===== src/rtl/uc_dispatch_sched.sv =====
// Dispatch scheduler: hands buffered unit clauses to ready BCP engines in
// round-robin order and sequences a run through quiescence or conflict.
module uc_dispatch_sched #(
  parameter int NUM_ENGINE   = 4,
  parameter int LIT_IDX_MAX  = 1024,
  parameter int CLA_LENGTH   = 3,
  parameter int QUIET_CYCLES = 3,
  localparam int VAR_W = $clog2(LIT_IDX_MAX) + 1,
  localparam int CW    = VAR_W * CLA_LENGTH,
  localparam int AW    = $clog2(NUM_ENGINE) + 1
) (
  input  logic                       clock,
  input  logic                       reset,
  input  logic                       start_in,
  input  logic                       clear_in,
  input  logic [AW-1:0]              avail_in,
  input  logic [NUM_ENGINE*CW-1:0]   clause_in,
  input  logic                       empty_in,
  input  logic [NUM_ENGINE-1:0]      eng_ready_in,
  input  logic [NUM_ENGINE-1:0]      eng_conflict_in,
  output logic                       buf_start_out,
  output logic [AW-1:0]              clause_received_out,
  output logic [NUM_ENGINE-1:0]      eng_valid_out,
  output logic [NUM_ENGINE*CW-1:0]   eng_clause_out,
  output logic                       busy_out,
  output logic                       done_out,
  output logic                       conflict_out,
  output logic [1:0]                 state_out
);

  localparam int unsigned NE = NUM_ENGINE;
  localparam int PW = (NUM_ENGINE > 1) ? $clog2(NUM_ENGINE) : 1;
  localparam int QW = $clog2(QUIET_CYCLES) + 1;
  localparam logic [QW-1:0] QUIET_LAST = QW'(QUIET_CYCLES - 1);
  localparam logic [QW-1:0] QUIET_SAT  = '1;

  typedef enum logic [1:0] {
    IDLE     = 2'd0,
    RUN      = 2'd1,
    DONE     = 2'd2,
    CONFLICT = 2'd3
  } state_t;

  state_t                  state, state_nxt;
  logic [PW-1:0]           rr_ptr, rr_nxt;
  logic [QW-1:0]           quiet_cnt, quiet_nxt;
  logic [NUM_ENGINE-1:0]   grant;
  logic [NUM_ENGINE*CW-1:0] clause_nxt;
  logic [PW-1:0]           idx, last;
  logic [31:0]             n_grant, avail_eff;
  logic                    dispatch, quiet;

  // Grant walk: the j-th ready engine found from rr_ptr takes buffer slot j.
  always_comb begin
    grant      = '0;
    clause_nxt = eng_clause_out;
    n_grant    = '0;
    idx        = '0;
    last       = '0;
    avail_eff  = (32'(avail_in) > NE) ? NE : 32'(avail_in);
    dispatch   = (state == RUN) && !reset && (eng_conflict_in == '0);
    if (dispatch) begin
      for (int unsigned j = 0; j < NE; j++) begin
        idx = PW'((32'(rr_ptr) + j) % NE);
        if (eng_ready_in[idx] && (n_grant < avail_eff)) begin
          grant[idx]                 = 1'b1;
          clause_nxt[idx*CW +: CW]   = clause_in[n_grant*CW +: CW];
          n_grant                    = n_grant + 32'd1;
          last                       = idx;
        end
      end
    end
    clause_received_out = AW'(n_grant);
    rr_nxt = (n_grant != 0) ? PW'((32'(last) + 32'd1) % NE) : rr_ptr;
  end

  always_comb begin
    quiet = (state == RUN) && empty_in && (avail_in == '0) &&
            (&eng_ready_in) && (eng_valid_out == '0);
    if (!quiet)
      quiet_nxt = '0;
    else if (quiet_cnt == QUIET_SAT)
      quiet_nxt = quiet_cnt;
    else
      quiet_nxt = quiet_cnt + 1'b1;
  end

  always_comb begin
    state_nxt = state;
    case (state)
      IDLE:     if (start_in) state_nxt = RUN;
      RUN: begin
        if (eng_conflict_in != '0)
          state_nxt = CONFLICT;
        else if (quiet && (quiet_cnt == QUIET_LAST))
          state_nxt = DONE;
      end
      DONE:     if (clear_in) state_nxt = IDLE;
      CONFLICT: if (clear_in) state_nxt = IDLE;
      default:  state_nxt = IDLE;
    endcase
  end

  always_ff @(posedge clock) begin
    if (reset) begin
      state          <= IDLE;
      rr_ptr         <= '0;
      quiet_cnt      <= '0;
      eng_valid_out  <= '0;
      eng_clause_out <= '0;
    end else begin
      state          <= state_nxt;
      rr_ptr         <= rr_nxt;
      quiet_cnt      <= quiet_nxt;
      eng_valid_out  <= grant;
      eng_clause_out <= clause_nxt;
    end
  end

  assign buf_start_out = (state == RUN);
  assign busy_out      = (state == RUN);
  assign done_out      = (state == DONE);
  assign conflict_out  = (state == CONFLICT);
  assign state_out     = state;

endmodule


===== config.mk =====
export PLATFORM = sky130hd
export DESIGN_NAME = uc_dispatch_sched
export DESIGN_NICKNAME = d
export VERILOG_FILES = /design/src/rtl/uc_dispatch_sched.sv
export SDC_FILE = /design/constraint.sdc
export NUM_CORES = 1
export LEC_CHECK = 0
export BUFFER_PORTS_ARGS = -buffer_cell sky130_fd_sc_hd__clkbuf_2
export CAP_MARGIN = 5
export CELL_PAD_IN_SITES_DETAIL_PLACEMENT = 0
export CELL_PAD_IN_SITES_GLOBAL_PLACEMENT = 1
export CORE_MARGIN = 8
export CORE_UTILIZATION = 43
export CTS_CLUSTER_SIZE = 10
export DETAILED_ROUTE_END_ITERATION = 10
export PLACE_DENSITY_LB_ADDON = 0.1
export SYNTH_ARGS = -nofsm -noshare
export SYNTH_HDL_FRONTEND = slang
export SYNTH_SLANG_ARGS = --single-unit

===== constraint.sdc =====
create_clock -name clock -period 11.01 [get_ports clock]
set_input_delay 2.202 -clock clock [delete_from_list [all_inputs] [get_ports clock]]
set_output_delay 2.202 -clock clock [all_outputs]
set_load 0.005 [all_outputs]

**Yosys cells after proc, flatten, opt, wreduce, memory -nomap -nowiden**

Cells that the tools add are included.

- Flip-flop bits (word level): 143
- Input port bits: 148
- Output and inout port bits: 145
- Logic and storage cells: 141

- $add $sub $neg: 12
- $mul: 7
- $lt $le $gt $ge: 13
- Equality and inequality tests: 8
- Shift-type cells: 11
- Multiplexer cells: 53
- Bitwise gates (word level): 5
- Reductions and logical operators: 27

Operators by type and width:

| operator | count |
|---|---|
| $mux 132 | 7 |
| $bwmux 132 | 4 |
| $shift 33x34->132 const A | 4 |
| $shiftx 33x34->132 | 4 |
| $shiftx 132x33->33 | 3 |
| $mux 32 | 7 |
| $neg 8->34 | 4 |
| $add 32x1->32 const B | 3 |
| $lt 32x3->1 | 3 |
| $mul 32x6->32 const B | 3 |
| $mul 2x6->8 const B | 4 |
| $reduce_bool 32->1 | 1 |
| $mux 4 | 7 |
| $mux 2 | 9 |
| $logic_and 1x1->1 | 15 |
| $lt 2x3->1 const B | 4 |
| $or 4x4->4 | 3 |
| $mux 1 | 9 |
| $bmux 1 s2 | 4 |
| $demux 1 s2 | 4 |
| $ge 2x1->1 const B | 4 |
| $logic_not 4->1 | 2 |
| $pmux 2 s3 | 1 |
| $reduce_or 2->1 | 3 |
| 20 further kinds | 24 |

**Logic depth before layout (Yosys ltp)**

Gate-level depths: netlist (run 1).

- Depth after elaboration: 19
- Gate-level depth with buffers: 24

**Least setup slack after synthesis (run 1)**

OpenSTA, ideal clock, no wires.

- Kind: input to output
- Start: in avail_in[2]
- End: out clause_received_out[1]
- Arrival time: 5,830 ps
- Required time: 8,808 ps
- Path slack: 2,978 ps
- Cell stages on the path: 18
- Path buffers: 4
- Cell sequence: clkbuf_1 or3_1 and2_4 inv_4 buf_4 ha_1 nor3b_2 o21ai_2 mux2i_4 inv_2 buf_2 ha_1 inv_1 a31oi_2 o31ai_4 buf_4 mux2i_1 nor2_1

- Word-level cells in the longest chain between the ends: 18

Ends and longest elaborated chain:

| what | line | text |
|---|---|---|
| from (decl) | 16 | `input logic [AW-1:0] avail_in,` |
| $gt 3x3->1 | 60 | `avail_eff = (32'(avail_in) > NE) ? NE : 32'(avail_in);` |
| $mux 3 (*) | 60 |  |
| $lt 1x3->1 | 65 | `if (eng_ready_in[idx] && (n_grant < avail_eff)) begin` |
| $logic_and 1x1->1 | 65 |  |
| $mux 1 | 65 |  |
| $mux 32 | 62 | `if (dispatch) begin` |
| $lt 32x3->1 | 65 |  |
| $logic_and 1x1->1 | 65 |  |
| [2 not listed] | - |  |
| $lt 32x3->1 | 65 |  |
| $logic_and 1x1->1 | 65 |  |
| $mux 32 | 65 |  |
| $mux 32 | 62 |  |
| $lt 32x3->1 | 65 |  |
| $logic_and 1x1->1 | 65 |  |
| $mux 32 (*) | 65 |  |
| $mux 32 (*) | 62 |  |
| to (decl) | 22 | `output logic [AW-1:0] clause_received_out,` |

Mark *: on every way between the ends. The rest lies on a longest branch, timed or not. The select of a mux whose other input is x is not followed.

**Final worst setup path (run 1)**

- Start: in eng_ready_in[3]
- End: out clause_received_out[1]

- Word-level cells in the longest chain between the ends: 17

Ends and longest elaborated chain:

| what | line | text |
|---|---|---|
| from (decl) | 19 | `input logic [NUM_ENGINE-1:0] eng_ready_in,` |
| $bmux 1 s2 | 65 |  |
| $mux 1 (implied by the code) | 65 |  |
| $logic_and 1x1->1 | 65 |  |
| $mux 1 | 65 |  |
| $mux 32 | 62 |  |
| $lt 32x3->1 | 65 |  |
| $logic_and 1x1->1 | 65 |  |
| $mux 32 | 65 |  |
| $mux 32 | 62 |  |
| $lt 32x3->1 | 65 |  |
| $logic_and 1x1->1 | 65 |  |
| $mux 32 | 65 |  |
| $mux 32 | 62 |  |
| $lt 32x3->1 | 65 |  |
| $logic_and 1x1->1 | 65 |  |
| $mux 32 (*) | 65 |  |
| $mux 32 (*) | 62 |  |

Marks and branches as above.

==> impl_metrics.py, run 1 <==
metrics = {
    "global_route": {
        "use_met1_pct": 48.2,
        "grt_util_met3_pct": 12.0,
        "top_usage_layer": "met2",
        "grt_max_degree": 66,
        "grt_usage_pct": 37.7,
        "grt_antenna_before_repair": 1,
        "grt_overflow_total": 0,
        "grt_pass1_vias": 16499,
        "grt_pass1_wl_mm": 105,
        "use_met2_pct": 56.3,
    },
    "setup_path": {
        "path_max_fanout": 35,
        "cp-end-kind": "primary output",
        "crit_required_ps": 8810,
        "start_kind": "input port",
        "crit_start": "eng_ready_in[3]",
        "crit_arrival_ps": 7000,
        "reg2reg_from": "rr_ptr[0]",
        "crit_type": "input port to primary output",
    },
    "sta": {
        "slew_headroom_pct": 20.4,
        "maxSlewViolCount": 0,
        "tns_ps": 0,
        "fin_worst_skew_ps": 15.2,
        "rsz0062_at_grt": "no",
        "fin_crit_sh_pct": 83.6,
        "max_freq_mhz": 109,
        "finalHoldViolCount": 0,
        "finalCriticalPeriod_ps": 9200,
        "setup_viol": 0,
        "worst_slack_ps": 1810,
        "tightest_slew_ps": 1190,
    },
    "pwr": {
        "power-per-cell-area_nw_per_um2": 112,
        "swShare_pct": 40.4,
        "seqPwrFrac_pct": 30.8,
        "power_switching_mw": 0.693,
        "peakVddDrop_uv": 114,
        "combinationalPowerShare_pct": 34.4,
        "power_leakage_nw": 6.17,
        "clkPwrFrac_pct": 34.8,
        "cell_internal_pwr_mw": 1.02,
    },
    "floorplan": {
        "io_pins": 293,
        "rows": 64,
        "die-area_sq_um": 36500,
        "initial_utilization_pct": 43.4,
        "die-height_um": 191,
        "die_x_um": 191,
        "core_area_sq_um": 30300,
    },
    "drt": {
        "ant_nets": 0,
        "drtPass1Iterations": 6,
        "route.detailed.wl_per_inst_um": 31.1,
        "wl_mm": 72.6,
        "drt-initial-drc-count": 2698,
        "drc": 0,
        "via_count": 16981,
        "viasPerCell": 7.27,
    },
    "synthesis": {
        "syn_area_per_cell_sq_um": 7.47,
        "async_reset_ff_share_pct": 0,
        "yosys_warnings": 0,
        "synth.distinct_cells": 80,
        "syn_inst": 1763,
        "synth_top_area_cell": "dfxtp_1",
        "ys.flop_type": "dfxtp_1",
        "syn_nets": 1926,
        "netlist_area_sq_um": 13200,
        "synth_area_leaders": "dfxtp_1 22%, mux2i_1 6.8%, o22ai_1 6.7%, a21oi_1 6.5%, mux4_2 6.2%",
        "yosys.area.top_type_share_pct": 21.7,
        "synth_edf_count": 0,
        "ys_ff_latch": 143,
        "ys_seq_area_share_pct": 21.7,
    },
    "final_layout": {
        "drive_above_1_share_pct": 25.7,
        "layoutNonFillerInstCount": 2336,
        "utilization_pct": 50.3,
        "antenna_cells": 0,
        "fin_nets": 2090,
        "area_growth_pct": 16.0,
        "layout_common_cells": "292 x clkbuf_2, 171 x a21oi_1, 165 x nand2_1, 149 x nor2_1, 143 x dfxtp_1",
        "final_common_cell": "clkbuf_2",
        "fin_area_sq_um": 15300,
    },
    "cts": {
        "tritoncts": "done",
        "cts.clk_slew.worst_paths_ps": 80,
        "post_cts_buffers": 0,
        "cts_buffers": 17,
        "cts_max_path_buffers": 2,
        "clock_sinks": 143,
        "clock-root-buffer": "clkbuf_16",
        "cts_resized": 0,
        "worstSkewPairLatency_ps": 470,
        "cts_max_level": 4,
        "cts_hold_buffers": 0,
    },
    "status": {
        "status": "finished, final reports clean",
    },
    "place": {
        "io_buffers": 292,
        "place_inst": 2304,
        "gp_congestion": 0.944,
        "dpl_cell_area_sq_um": 14700,
        "dp_hpwl_mm": 42.6,
        "post-place-ws_ps": 1920,
    },
    "hold_path": {
        "hold_start": "eng_clause_out[37]",
        "hp-class": "flop to flop",
    },
    "flow_run": {
        "cap_violations": 0,
    },
}
[synthesized netlist by cell type, drive strengths merged, types with 36 or more instances]
cell / number
a21oi: 173
a22o: 68
a22oi: 97
and3: 48
buf: 69
clkbuf: 127
dfxtp: 143
mux2i: 91
mux4: 36
nand2: 165
nand3: 73
nor2: 157
o21ai: 160
o221a: 60
o22ai: 140
[power by group through the flow]
| stage | Clock (mW) | Sequential (mW) | Combinational, mW |
|---|---|---|---|
| 2_1_floorplan | 0 | 0.539 | 0.370 |
| 3_3_place_gp | 0 | 0.541 | 0.562 |
| 3_5_place_dp | 0 | 0.541 | 0.563 |
| 4_1_cts | 0.594 | 0.529 | 0.565 |
| 5_1_grt | 0.617 | 0.529 | 0.612 |
| 6_report | 0.598 | 0.529 | 0.590 |
[registers in the layout, summed over array words and instances (netlist names)]
signal and count:
rr_ptr 2, state_out 2, eng_valid_out 4, quiet_cnt 3
eng_clause_out 132
[worst max-delay path: stages]
cell and delay (ps):
clkbuf_2 140, mux4_2 560, and2_4 220, inv_4 540, ha_1 570, nor3b_2 610
o21ai_2 230, mux2i_4 230, inv_2 90, ha_1 220, inv_1 70, a31oi_2 50
o31ai_4 600, mux2i_1 200, nor2_1 250, clkbuf_2 170
[metal layers]
metal	share of wire, %	wire length, um
met5	0	0
met4	4.9	3570
met3	14	10300
met2	42	30600
met1	39	28100
[layout make-up]
type,count,area [sq um]
Clock buffer,18,439
Clock inverter,14,123
Fill cell,3045,15100
Inverter,21,81.3
Multi-Input combinational cell,1403,9450
Sequential cell,143,2860
Tap cell,396,495
Timing Repair Buffer,341,1830
[worst paths after layout]
kind | endpoint | slack (ps) | depth (start not counted)
setup reg to reg | eng_clause_out[7] | 3300 | 21
setup / recovery | clause_received_out[1] | 1810 | 16
hold / removal | eng_clause_out[37] | 500 | 1
hold reg to reg | eng_clause_out[37] | 500 | 1
[cells by family after synthesis]
| family | count (synthesis) | share of synthesized area (%) |
|---|---|---|
| muxes | 136 | 13.9 |
| AOI/OAI and AO/OA | 764 | 39.1 |
| DFF | 143 | 21.7 |
| adders and majority gates | 15 | 1.43 |
| and+or+nand+nor | 485 | 16.6 |
| buffers and inverters | 217 | 7.02 |
| xor gates and xnor gates | 3 | 0.200 |
[per-stage QoR]
stage	total power, mW	hold slack, ps
after detailed placement	1.10	477
after global routing	1.76	516
final	1.72	497
after CTS	1.69	496
after global placement	1.10	476
after floorplan	0.909	474
Note: power is estimated with default switching activity, not from simulation.
==> run 2: changes to the inputs <==
Settings changed: ABC_AREA set to 1, CORE_UTILIZATION 43 to 35.
Clock period 11.01 ns to 7.65 ns, I/O delays scaled along.
==> impl_metrics.py, run 2 <==
metrics = {
    "synthesis": {
        "synth.distinct_cells": 58,
        "syn_nets": 2913,
        "async_reset_ff_share_pct": 0,
        "synth_edf_count": 0,
        "yosys_warnings": 0,
        "synth_area_leaders": "dfxtp_1 18%, nand2_1 16%, nand3_1 7.9%, o21ai_0 6.7%, a21oi_1 6.2%",
        "yosysMostFrequentCell": "nand2_1",
        "ys_seq_area_share_pct": 18.0,
        "ys_ff_latch": 143,
        "synth_top_cells_by_count": "658 x nand2_1, 250 x nand3_1, 225 x nor2_1, 213 x o21ai_0, 196 x a21oi_1",
        "yosys.area.top_type_share_pct": 18.0,
        "syn_area_per_cell_sq_um": 5.78,
        "ys.flop_type": "dfxtp_1",
        "syn_inst": 2750,
        "netlist_area_sq_um": 15900,
        "synth_top_area_cell": "dfxtp_1",
    },
    "global_route": {
        "grt_overflow_total": 0,
        "grt_pass1_wl_mm": 140,
        "grt_antenna_before_repair": 0,
        "grt_usage_pct": 34.7,
        "grt_pass1_vias": 20645,
        "grt_max_degree": 82,
    },
    "place": {
        "dpl_cell_area_sq_um": 17300,
        "io_buffers": 292,
        "dp_hpwl_mm": 66.7,
        "gp_congestion": 0.984,
        "post-place-ws_ps": 737,
        "place_inst": 3422,
    },
    "setup_path": {
        "crit_type": "input port to primary output",
        "path_max_fanout": 34,
        "crit_arrival_ps": 5370,
        "cp-end-kind": "primary output",
        "start_kind": "input port",
        "crit_required_ps": 6120,
    },
    "pwr": {
        "combinationalPowerShare_pct": 40.7,
        "power_switching_mw": 1.24,
        "swShare_pct": 45.0,
        "clkPwrFrac_pct": 31.8,
        "cell_internal_pwr_mw": 1.51,
        "power-per-cell-area_nw_per_um2": 154,
        "power_leakage_nw": 6.95,
        "peakVddDrop_uv": 127,
        "seqPwrFrac_pct": 27.4,
        "power_mw": 2.75,
    },
    "floorplan": {
        "die-height_um": 229,
        "initial_utilization_pct": 35.2,
        "die-area_sq_um": 52500,
        "io_pins": 293,
        "rows": 78,
        "die_x_um": 229,
        "core_area_sq_um": 45100,
    },
    "cts": {
        "cts_hold_buffers": 0,
        "cts_max_path_buffers": 2,
        "cts_resized": 0,
        "clock_sinks": 143,
        "cts_max_level": 4,
        "cts_buffers": 17,
        "cts.clk_slew.worst_paths_ps": 60,
        "worstSkewPairLatency_ps": 480,
        "tritoncts": "done",
        "post_cts_buffers": 0,
        "clock-root-buffer": "clkbuf_16",
    },
    "final_layout": {
        "final_common_cell": "nand2_1",
        "fin_area_sq_um": 17800,
        "largest_register_ffs": 132,
        "area_growth_pct": 12.2,
        "drive_above_1_share_pct": 16.5,
        "largestRegisters": "eng_clause_out x132, eng_valid_out x4, quiet_cnt x3",
        "fin_nets": 3004,
        "layout_common_cells": "657 x nand2_1, 291 x clkbuf_2, 249 x nand3_1, 220 x nor2_1, 213 x o21ai_0",
        "layoutNonFillerInstCount": 3450,
        "largest_register": "eng_clause_out",
        "antenna_cells": 0,
        "utilization_pct": 39.5,
    },
    "sta": {
        "holdWs_ps": 475,
        "fin_crit_sh_pct": 90.2,
        "rsz0062_at_grt": "no",
        "worst_slack_ps": 750,
        "fin_worst_skew_ps": 9.67,
        "maxSlewViolCount": 0,
        "max_freq_mhz": 145,
        "finalCriticalPeriod_ps": 6900,
        "tns_ps": 0,
        "setup_viol": 0,
        "tightest_slew_ps": 1330,
        "slew_headroom_pct": 11.5,
        "finalHoldViolCount": 0,
    },
    "drt": {
        "via_count": 21579,
        "viasPerCell": 6.25,
        "route.detailed.wl_per_inst_um": 27.6,
        "wl_mm": 95.3,
        "drt-initial-drc-count": 2292,
        "ant_nets": 0,
        "drc": 0,
        "drtPass1Iterations": 6,
    },
    "flow_run": {
        "cap_violations": 0,
    },
    "hold_path": {
        "hp-class": "flop to flop",
    },
    "status": {
        "status": "finished, final reports clean",
    },
}
[run 2: cell type report]
type	count	area, sq um
fillers	5153	27300
flip-flops and latches	143	2870
multi-input cells	2208	11300
repair buffers	341	1830
well taps	600	751
inverters	130	505
clock buffers	21	472
clock inverters	7	87.6
[run 2: routing by layer]
layer | routed length (um) | track usage, %
met5 | 0 | 0
met4 | 7720 | 23.9
met3 | 6510 | 4.56
met2 | 45100 | 58.4
met1 | 35900 | 40.5
[run 2: logic make-up after synthesis]
group	Yosys count	share of synthesized area [%]
AO/OA/AOI/OAI	914	34.1
buffers and inverters	399	11.1
XOR/XNOR	1	0.0551
adder cells (fa/ha/maj)	15	1.18
flip-flops	143	18.0
AND/OR/NAND/NOR	1278	35.5
[run 2: path summary, 6_finish.rpt]
| check | to | startpoint | cells after the start | slack, ps |
|---|---|---|---|---|
| max | clause_received_out[2] | avail_in[2] | 28 | 750 |
| min | eng_clause_out[127] | eng_clause_out[127] | 2 | 470 |
| min reg2reg | eng_clause_out[127] | eng_clause_out[127] | 2 | 470 |
| max reg2reg | eng_clause_out[78] | rr_ptr[1] | 27 | 1730 |
[run 2: critical path, stage by stage]
cell      delay [ps]
clkbuf_2         110
inv_4            100
nand2_1          100
nand2_1          220
nand2_4          100
nor2_8           310
nand3_2          110
buf_4            270
inv_2            100
ha_1             220
nand2_1           70
nand2_1           80
nand2_4          120
nand2_8          140
inv_2            140
nand2_1          120
nand2_4          350
ha_1             330
o21ai_2           70
nand2_2           70
nand2_4           90
nand2_8           90
inv_6            110
nand2_1           60
nand2_1           60
nand3_1           90
inv_1             90
clkbuf_2         110
[run 2: power groups by stage]
stage	registers (mW)	logic [mW]	clock network, mW
6_report	0.753	1.12	0.875
5_1_grt	0.754	1.18	0.909
4_1_cts	0.753	1.09	0.882
3_5_place_dp	0.770	1.09	0
3_3_place_gp	0.770	1.08	0
2_1_floorplan	0.768	0.668	0
